==> config.mk <==
export PLATFORM = sky130hd
export DESIGN_NAME = imem_boot_loader_flat
export DESIGN_NICKNAME = d
export VERILOG_FILES = /design/src/rtl/imem_boot_loader_pkg.sv /design/src/rtl/imem_boot_loader_if.sv /design/src/rtl/imem_boot_loader_word_assembler.sv /design/src/rtl/imem_boot_loader.sv /design/src/flat_wrapper.sv
export SDC_FILE = /design/constraint.sdc
export NUM_CORES = 1
export LEC_CHECK = 0
export BUFFER_PORTS_ARGS = -buffer_cell sky130_fd_sc_hd__buf_4
export CORE_ASPECT_RATIO = 0.7
export CORE_MARGIN = 2
export CORE_UTILIZATION = 40
export DETAILED_ROUTE_END_ITERATION = 10
export PLACE_DENSITY = 0.61
export SYNTH_ARGS = -nofsm -noshare
export SYNTH_HDL_FRONTEND = slang
export SYNTH_SLANG_ARGS = --single-unit
export TNS_END_PERCENT = 10
==> constraint.sdc <==
create_clock -name clk_i -period 7.2 [get_ports clk_i]
set_input_delay 1.44 -clock clk_i [delete_from_list [all_inputs] [get_ports clk_i]]
set_output_delay 1.44 -clock clk_i [all_outputs]
set_load 0.03 [all_outputs]
==> src/rtl/imem_boot_loader_pkg.sv <==
// Shared definitions for the instruction-memory boot loader: state encoding,
// frame geometry and the running checksum step.
package imem_boot_loader_pkg;

    localparam logic [2:0] ST_IDLE  = 3'd0;
    localparam logic [2:0] ST_LEN   = 3'd1;
    localparam logic [2:0] ST_DATA  = 3'd2;
    localparam logic [2:0] ST_WRITE = 3'd3;
    localparam logic [2:0] ST_CSUM  = 3'd4;
    localparam logic [2:0] ST_DONE  = 3'd5;
    localparam logic [2:0] ST_ERR   = 3'd6;

    typedef enum logic [2:0] {
        S_IDLE  = ST_IDLE,
        S_LEN   = ST_LEN,
        S_DATA  = ST_DATA,
        S_WRITE = ST_WRITE,
        S_CSUM  = ST_CSUM,
        S_DONE  = ST_DONE,
        S_ERR   = ST_ERR
    } state_e;

    localparam int LEN_BYTES  = 4;
    localparam int WORD_BYTES = 4;

    function automatic logic [7:0] csum_step(input logic [7:0] acc, input logic [7:0] b);
        return acc ^ b;
    endfunction

endpackage

==> src/rtl/imem_boot_loader_if.sv <==
// Byte-stream input and instruction-memory write port of the boot loader.
interface imem_boot_loader_if;
    logic        byte_valid;
    logic [7:0]  byte_data;
    logic        byte_ready;
    logic        im_we;
    logic [31:0] im_addr;
    logic [31:0] im_data;

    modport master (
        input  byte_valid,
        input  byte_data,
        output byte_ready,
        output im_we,
        output im_addr,
        output im_data
    );

    modport slave (
        output byte_valid,
        output byte_data,
        input  byte_ready,
        input  im_we,
        input  im_addr,
        input  im_data
    );
endinterface

==> src/rtl/imem_boot_loader_word_assembler.sv <==
// Packs a little-endian byte stream into 32-bit words; word_full_o flags the
// byte that completes the current word.
module imem_boot_loader_word_assembler
    import imem_boot_loader_pkg::*;
(
    input  logic        clk_i,
    input  logic        rst_i,
    input  logic        clr_i,
    input  logic        shift_i,
    input  logic [7:0]  byte_i,
    output logic [31:0] word_o,
    output logic [31:0] word_next_o,
    output logic        word_full_o
);

    logic [31:0] word_q, word_d;
    logic [1:0]  cnt_q, cnt_d;

    assign word_next_o = {byte_i, word_q[31:8]};
    assign word_o      = word_q;
    assign word_full_o = shift_i & ~clr_i & (cnt_q == 2'(WORD_BYTES - 1));

    // Shift-register and byte-counter next state
    always_comb begin
        word_d = word_q;
        cnt_d  = cnt_q;
        if (clr_i) begin
            word_d = 32'h0000_0000;
            cnt_d  = 2'd0;
        end else if (shift_i) begin
            word_d = word_next_o;
            cnt_d  = cnt_q + 2'd1;
        end else begin
            word_d = word_q;
            cnt_d  = cnt_q;
        end
    end

    // Assembler registers
    always_ff @(posedge clk_i) begin
        if (rst_i) begin
            word_q <= 32'h0000_0000;
            cnt_q  <= 2'd0;
        end else begin
            word_q <= word_d;
            cnt_q  <= cnt_d;
        end
    end

endmodule

==> src/rtl/imem_boot_loader.sv <==
// Boot-time loader: receives length + payload + XOR checksum frames, writes
// the payload words to instruction memory and releases the core on success.
module imem_boot_loader
    import imem_boot_loader_pkg::*;
#(
    parameter logic [31:0] BASE_ADDR      = 32'h0000_0000,
    parameter int          MAX_WORDS      = 256,
    parameter int          TIMEOUT_CYCLES = 100000
) (
    input  logic                clk_i,
    input  logic                rst_i,
    input  logic                load_req_i,
    imem_boot_loader_if.master  bus,
    output logic                cpu_rst_o,
    output logic                done_o,
    output logic                error_o
);

    localparam int IW = $clog2(MAX_WORDS + 1);
    localparam int TW = $clog2(TIMEOUT_CYCLES + 1);

    state_e          state_q, state_d;
    logic [IW-1:0]   n_q, n_d;
    logic [IW-1:0]   idx_q, idx_d;
    logic [7:0]      csum_q, csum_d;
    logic [TW-1:0]   tmo_q, tmo_d;
    logic [31:0]     addr_q, addr_d;
    logic            im_we_q, cpu_rst_q, done_q, error_q;

    logic            in_stream_s, xfer_s, shift_s, word_full_s, tmo_hit_s;
    logic [31:0]     asm_word_s, len_word_s;

    assign in_stream_s    = (state_q == S_LEN) || (state_q == S_DATA) || (state_q == S_CSUM);
    assign bus.byte_ready = in_stream_s & ~load_req_i;
    assign xfer_s         = bus.byte_valid & bus.byte_ready;
    assign shift_s        = xfer_s & ((state_q == S_LEN) || (state_q == S_DATA));
    assign tmo_hit_s      = (tmo_q == TW'(TIMEOUT_CYCLES - 1));

    imem_boot_loader_word_assembler u_asm (
        .clk_i       (clk_i),
        .rst_i       (rst_i),
        .clr_i       (load_req_i),
        .shift_i     (shift_s),
        .byte_i      (bus.byte_data),
        .word_o      (asm_word_s),
        .word_next_o (len_word_s),
        .word_full_o (word_full_s)
    );

    assign bus.im_we   = im_we_q;
    assign bus.im_addr = addr_q;
    assign bus.im_data = asm_word_s;
    assign cpu_rst_o   = cpu_rst_q;
    assign done_o      = done_q;
    assign error_o     = error_q;

    // FSM next state, counters, checksum and timeout
    always_comb begin
        state_d = state_q;
        n_d     = n_q;
        idx_d   = idx_q;
        csum_d  = csum_q;
        tmo_d   = tmo_q;
        addr_d  = addr_q;
        if (load_req_i) begin
            state_d = S_LEN;
            n_d     = {IW{1'b0}};
            idx_d   = {IW{1'b0}};
            csum_d  = 8'h00;
            tmo_d   = {TW{1'b0}};
            addr_d  = BASE_ADDR;
        end else begin
            case (state_q)
                S_LEN, S_DATA, S_CSUM: begin
                    if (!xfer_s) begin
                        if (tmo_hit_s) begin
                            state_d = S_ERR;
                        end else begin
                            tmo_d = tmo_q + TW'(1);
                        end
                    end else begin
                        tmo_d = {TW{1'b0}};
                        case (state_q)
                            S_LEN: begin
                                csum_d = csum_step(csum_q, bus.byte_data);
                                if (word_full_s) begin
                                    if (len_word_s > 32'(MAX_WORDS)) begin
                                        state_d = S_ERR;
                                    end else if (len_word_s == 32'h0000_0000) begin
                                        state_d = S_CSUM;
                                    end else begin
                                        n_d     = len_word_s[IW-1:0];
                                        state_d = S_DATA;
                                    end
                                end else begin
                                    state_d = S_LEN;
                                end
                            end
                            S_DATA: begin
                                csum_d = csum_step(csum_q, bus.byte_data);
                                if (word_full_s) begin
                                    state_d = S_WRITE;
                                end else begin
                                    state_d = S_DATA;
                                end
                            end
                            default: begin
                                if (bus.byte_data == csum_q) begin
                                    state_d = S_DONE;
                                end else begin
                                    state_d = S_ERR;
                                end
                            end
                        endcase
                    end
                end
                S_WRITE: begin
                    addr_d = addr_q + 32'd4;
                    idx_d  = idx_q + IW'(1);
                    if ((idx_q + IW'(1)) == n_q) begin
                        state_d = S_CSUM;
                    end else begin
                        state_d = S_DATA;
                    end
                end
                S_IDLE, S_DONE, S_ERR: begin
                    state_d = state_q;
                end
                default: begin
                    state_d = S_ERR;
                end
            endcase
        end
    end

    // State, datapath and registered outputs
    always_ff @(posedge clk_i) begin
        if (rst_i) begin
            state_q   <= S_IDLE;
            n_q       <= {IW{1'b0}};
            idx_q     <= {IW{1'b0}};
            csum_q    <= 8'h00;
            tmo_q     <= {TW{1'b0}};
            addr_q    <= BASE_ADDR;
            im_we_q   <= 1'b0;
            cpu_rst_q <= 1'b1;
            done_q    <= 1'b0;
            error_q   <= 1'b0;
        end else begin
            state_q   <= state_d;
            n_q       <= n_d;
            idx_q     <= idx_d;
            csum_q    <= csum_d;
            tmo_q     <= tmo_d;
            addr_q    <= addr_d;
            im_we_q   <= (state_d == S_WRITE);
            cpu_rst_q <= (state_d != S_DONE);
            done_q    <= (state_d == S_DONE);
            error_q   <= (state_d == S_ERR);
        end
    end

endmodule

==> src/flat_wrapper.sv <==
// flat-port wrapper written by rule: the top's interface ports become plain ports
module imem_boot_loader_flat import imem_boot_loader_pkg::*;
#(
    parameter logic [31:0] BASE_ADDR      = 32'h0000_0000,
    parameter int          MAX_WORDS      = 256,
    parameter int          TIMEOUT_CYCLES = 100000
)
  (clk_i, rst_i, load_req_i, cpu_rst_o, done_o, error_o, bus_byte_valid, bus_byte_data, bus_byte_ready, bus_im_we, bus_im_addr, bus_im_data);
  imem_boot_loader_if bus_i ();
  input  logic clk_i;
  input  logic rst_i;
  input  logic load_req_i;
  output logic cpu_rst_o;
  output logic done_o;
  output logic error_o;
  input wire logic [$bits(bus_i.byte_valid)-1:0] bus_byte_valid;
  input wire logic [$bits(bus_i.byte_data)-1:0] bus_byte_data;
  output wire logic [$bits(bus_i.byte_ready)-1:0] bus_byte_ready;
  output wire logic [$bits(bus_i.im_we)-1:0] bus_im_we;
  output wire logic [$bits(bus_i.im_addr)-1:0] bus_im_addr;
  output wire logic [$bits(bus_i.im_data)-1:0] bus_im_data;
  assign bus_i.byte_valid = bus_byte_valid;
  assign bus_i.byte_data = bus_byte_data;
  assign bus_byte_ready = bus_i.byte_ready;
  assign bus_im_we = bus_i.im_we;
  assign bus_im_addr = bus_i.im_addr;
  assign bus_im_data = bus_i.im_data;
  imem_boot_loader #(.BASE_ADDR(BASE_ADDR), .MAX_WORDS(MAX_WORDS), .TIMEOUT_CYCLES(TIMEOUT_CYCLES)) u_core (.clk_i(clk_i), .rst_i(rst_i), .load_req_i(load_req_i), .bus(bus_i), .cpu_rst_o(cpu_rst_o), .done_o(done_o), .error_o(error_o));
endmodule
Yosys cells after proc, flatten, opt, wreduce, memory -nomap -nowiden
Index checks and enable logic that the tools add are counted.

word-level totals
  flip-flop bits (word level) = 116
  bits of input ports = 12

cells by class
  add/sub/neg operators = 4
  order comparisons = 1
  equality and inequality tests = 15
  mux-type cells = 13
  bitwise logic cells = 9
  reduce and logical (&&, ||, !) cells = 11

operators with widths
  operator                 count
  $mux W17                 2
  $add A32 B3 Y32 const B  1
  $gt A32 B9 Y1 const B    1
  $logic_not A32 Y1        1
  $mux W3                  7
  $add A17 B1 Y17 const B  1
  $eq A17 B17 Y1 const B   1
  $eq A3 B3 Y1 const B     5
  $add A9 B1 Y9 const B    1
  $eq A3 B2 Y1 const B     3
  $eq A9 B9 Y1             1
  $pmux W3 S3              1
  $eq A8 B8 Y1             1
  $xor A8 B8 Y8            1
  $pmux W3 S2              1
  $reduce_and A6 Y1        1
  $reduce_or A3 Y1         2
  $and A1 B1 Y1            5
  $reduce_or A2 Y1         2
  $eq A3 B1 Y1 const B     1
  $logic_not A3 Y1         1
  $ne A3 B3 Y1 const B     1
  $not A1 Y1               3
  $reduce_and A3 Y1        1
  7 further kinds          8

Depth between registers and ports, before layout
  depth after elaboration = 14
  depth in mapped cells = 8
  depth with buffers taken out = 7

By module
Synthesis repeated with hierarchy kept, for this count alone.

second synthesis, totals
  cells, all modules = 625
  area total of the unflattened synthesis = 5459.0 um^2

modules (own cells, without submodules)
  module                           instances  cells an instance  area each (um^2)  sequential area each (um^2)
  imem_boot_loader                 1          479                3945.0            1601.5
  imem_boot_loader_word_assembler  1          146                1514.0            680.7

Worst setup path after synthesis
Ideal clock, no wire load.

  kind = input-to-output
  start point = in load_req_i
  end point = out bus_byte_ready
  data arrival time = 1853 ps
  required time = 5760 ps
  setup slack = 3907 ps
  cell stages on the path = 1
  path buffers = 0
  cells stage by stage = nor2_1

between the ends
  longest elaborated chain between the ends = 2

ends and longest elaborated chain
  what           line                    source
  from (decl)    flat_wrapper.sv:12      input logic load_req_i;
  $not A1 Y1     imem_boot_loader.sv:34  assign bus.byte_ready = in_stream_s & ~load_req_i;
  $and A1 B1 Y1  imem_boot_loader.sv:34
  to (decl)      flat_wrapper.sv:18      output wire logic [$bits(bus_i.byte_ready)-1:0] bus_byte_ready;

No other way between the ends.

Worst setup path after layout
  start point = reg u_core.state_q[1]
  end point = out bus_byte_ready

between the ends
  longest elaborated chain between the ends = 4

ends and longest elaborated chain
  what                                          line                     source
  from (decl)                                   imem_boot_loader.sv:22   state_e state_q, state_d;
  from (signal assigned)                        imem_boot_loader.sv:150  state_q <= state_d;
  $eq A3 B1 Y1 or $eq A3 B2 Y1 (tied branches)  imem_boot_loader.sv:33   assign in_stream_s = (state_q == S_LEN) || (state_q == S_DATA) || (state_q == S_CSUM);
  $logic_or A1 B1 Y1                            imem_boot_loader.sv:33
  $logic_or A1 B1 Y1 (*)                        imem_boot_loader.sv:33
  $and A1 B1 Y1 (*)                             imem_boot_loader.sv:34

Mark *: on every way between the ends. The rest lies on a longest branch, timed or not.

==> qor.txt <==
vias per inst - 5.21
MaxCap Viol Count - 0
# fillers - 1178
initial antenna violation count - 0
Worst Clk Skew - 12.1 ps
Peak Freq - 0.301 GHz
CTS sink cnt - 114
R2R cell count - 6
Final Slew Violations - 0
worst vdd ir - 0.150 mV
IO buf count - 78
fin crit share - 0.462
postcts setup bufs - 0
Iter 0 DRT Violations - 214
RR Startpoint - u_core.idx_q[0]
Worst Min Path Start - u_core.u_asm.word_o[5]
Pleak - 0.00235 uW
Nets - 697
clk_lat worst skew - 410 ps
Setup crit start kind - flip-flop
Core Box Area - 0.0125 sq mm
worst hold slack - 457 ps
CP max FO - 14
power after layout - 1550 uW
WL final - 12600 um
CTS Buf Count - 17
gr usage total - 0.183
drt drc - 0
I/O pin count - 81
Die X-Extent - 139 um
Post-synth EDFFs - 0
CP max stage delay - 600 ps
Cell Area, Synth - 0.00512 sq mm
status - finished clean
pin count of the biggest net entering global routing - 67
Pwr Density - 243 mW/mm^2
Crit path max-delay family - flip-flops
RSZ-0062 raised after global routing - false
sequential fraction of the synthesis area - 0.446
# setup viols final - 0
FF-to-FF End - u_core.cpu_rst_o
Resized cells post-CTS - 0
TNS Setup - 0 ps
Critical Path Most Common Cell - nor2_1
Avg Inst Size Synth - 8.36 sq um
Hold Path End - u_core.u_asm.word_o[5]
Min-Delay Path Class - reg -> reg
first-pass GRT wire length - 20500 um
Rel. slew slack - 0.190
commonest cells after routing, fill and taps aside - 114 x dfxtp_1, 90 x nand2_1, 86 x nor2_1
Buf/Inv on CP - 1
Levels on crit path - 5
post-synthesis cell type count - 54
CP startpoint - u_core.state_q[1]
Crit. End Element - output pin
routed vias - 4458
routability cong. - 0.814
Async SR Flop Fraction - 0
hold depth - 2
CTS max path bufs - 2
dpl hpwl - 8630 um
crit path time final - 3330 ps
Reg2Reg Setup Slack - 4660 ps
yosys warns - 0
full die area - 0.0137 sq mm
Synth Instances - 613
clk slew on worst S/H paths - 60 ps
first-pass detailed-route iteration total - 5
htree depth - 4
final antenna diode count - 0
WS Path Type - reg -> out
row count - 34
Area Growth Syn to Fin - 24.9%
clk root buf - clkbuf_16
Top FF cell, synth - dfxtp_1
TritonCTS clock tree - built
Routed WL per cell - 14.8 um
fraction of layout instances using a drive strength above 1 - 0.171
most common cell after layout, fill and taps aside - dfxtp_1
hold buffer count at cts - 0
Slew @ Worst Pin - 1210 ps
total gr overflow - 0
Final Hold Violating Endpoints - 0
via count of the first global-routing pass - 4108
WP data arrival - 1890 ps
CP max-delay cell - dfxtp_1
starting density of the core - 0.411
CP required - 5760 ps
flops & latches, synth - 114
Chip Height - 98.7 um
Post-DRT Antenna Nets - 0
crit-path cells - xnor2_1, nor2_1, nor2_1, nor2_1, buf_4
-- worst register-to-register path, delay by kind of cell (launching register included) --
kind            cells  cell delay (ps)
compound gates      3              840
fa+ha+maj           1              430
flops               1              460
simple gates        2              700
-- cell type report --
| class | count | area (sq um) | share of cell area |
|---|---|---|---|
| multi-input combinational | 458 | 2670 | 0.417 |
| clock buffer | 18 | 429 | 0.0671 |
| clock inverter | 14 | 176 | 0.0276 |
| sequential | 114 | 2280 | 0.357 |
| inverter | 10 | 37.5 | 0.00587 |
| timing repair buffer | 80 | 601 | 0.0939 |
| tap | 162 | 203 | 0.0317 |
-- flip-flops by register name (all words and copies together) (netlist names), 2 cells and up --
register / count
u_core.bus.im_addr: 30
u_core.u_asm.word_o: 32
u_core.n_q: 9
u_core.u_asm.cnt_q: 2
u_core.csum_q: 8
u_core.tmo_q: 17
u_core.state_q: 3
u_core.idx_q: 9
-- logic make-up after synthesis --
family | share of synthesized area
AND/OR/NAND/NOR | 0.265
other | 0.000732
AO/OA/AOI/OAI | 0.0938
multiplexers | 0.0254
adder cells (fa/ha/maj) | 0.00977
XOR/XNOR | 0.125
flip-flops | 0.446
buffers and inverters | 0.0349
-- Yosys cell counts, drive strengths merged, types with 9 or more instances --
master | count | share of area
xnor2 | 39 | 0.067
dfxtp | 114 | 0.45
nor4 | 11 | 0.013
nor2 | 87 | 0.064
or3 | 9 | 0.011
nand4 | 16 | 0.020
nand3 | 19 | 0.019
nand2 | 90 | 0.066
o21ai | 12 | 0.012
mux2i | 13 | 0.025
clkbuf | 23 | 0.017
xor2 | 34 | 0.058
inv | 10 | 0.0073
buf | 9 | 0.011
a21oi | 45 | 0.044
nor3 | 15 | 0.015
-- worst max path at each step --
stage | end | slack, ps
after floorplan | bus_byte_ready | 3910
after global placement | u_core.n_q[1] | 3890
after detailed placement | u_core.n_q[0] | 3820
after CTS | bus_byte_ready | 3880
after global routing | bus_byte_ready | 3730
final | bus_byte_ready | 3870
-- per-stage QoR --
stage / cells / setup WS (ps) / area, sq um / util
2_1_floorplan: 614 / 3910 / 5130 / -
3_3_place_gp: 824 / 3890 / 5790 / 0.465
3_5_place_dp: 824 / 3820 / 5790 / 0.465
4_1_cts: 856 / 3880 / 6400 / 0.513
5_1_grt: 856 / 3730 / 6400 / 0.513
6_report: 856 / 3870 / 6400 / 0.513
-- routing by layer --
| layer | routed length, um | GRT usage | up-vias |
|---|---|---|---|
| met2 | 5580 | 0.272 | 116 |
| met5 | 0 | 0 | - |
| li1 | - | - | 2222 |
| met1 | 6230 | 0.262 | 2107 |
| met3 | 651 | 0.0486 | 13 |
| met4 | 164 | 0.0575 | 0 |
-- power breakdown --
group / switching, uW / total, uW / internal (uW)
Clock: 320 / 869 / 549
Combinational: 33.0 / 48.5 / 15.5
Sequential: 3.52 / 637 / 633
Total: 357 / 1550 / 1200
No activity file was read; power rests on OpenSTA's default activity.
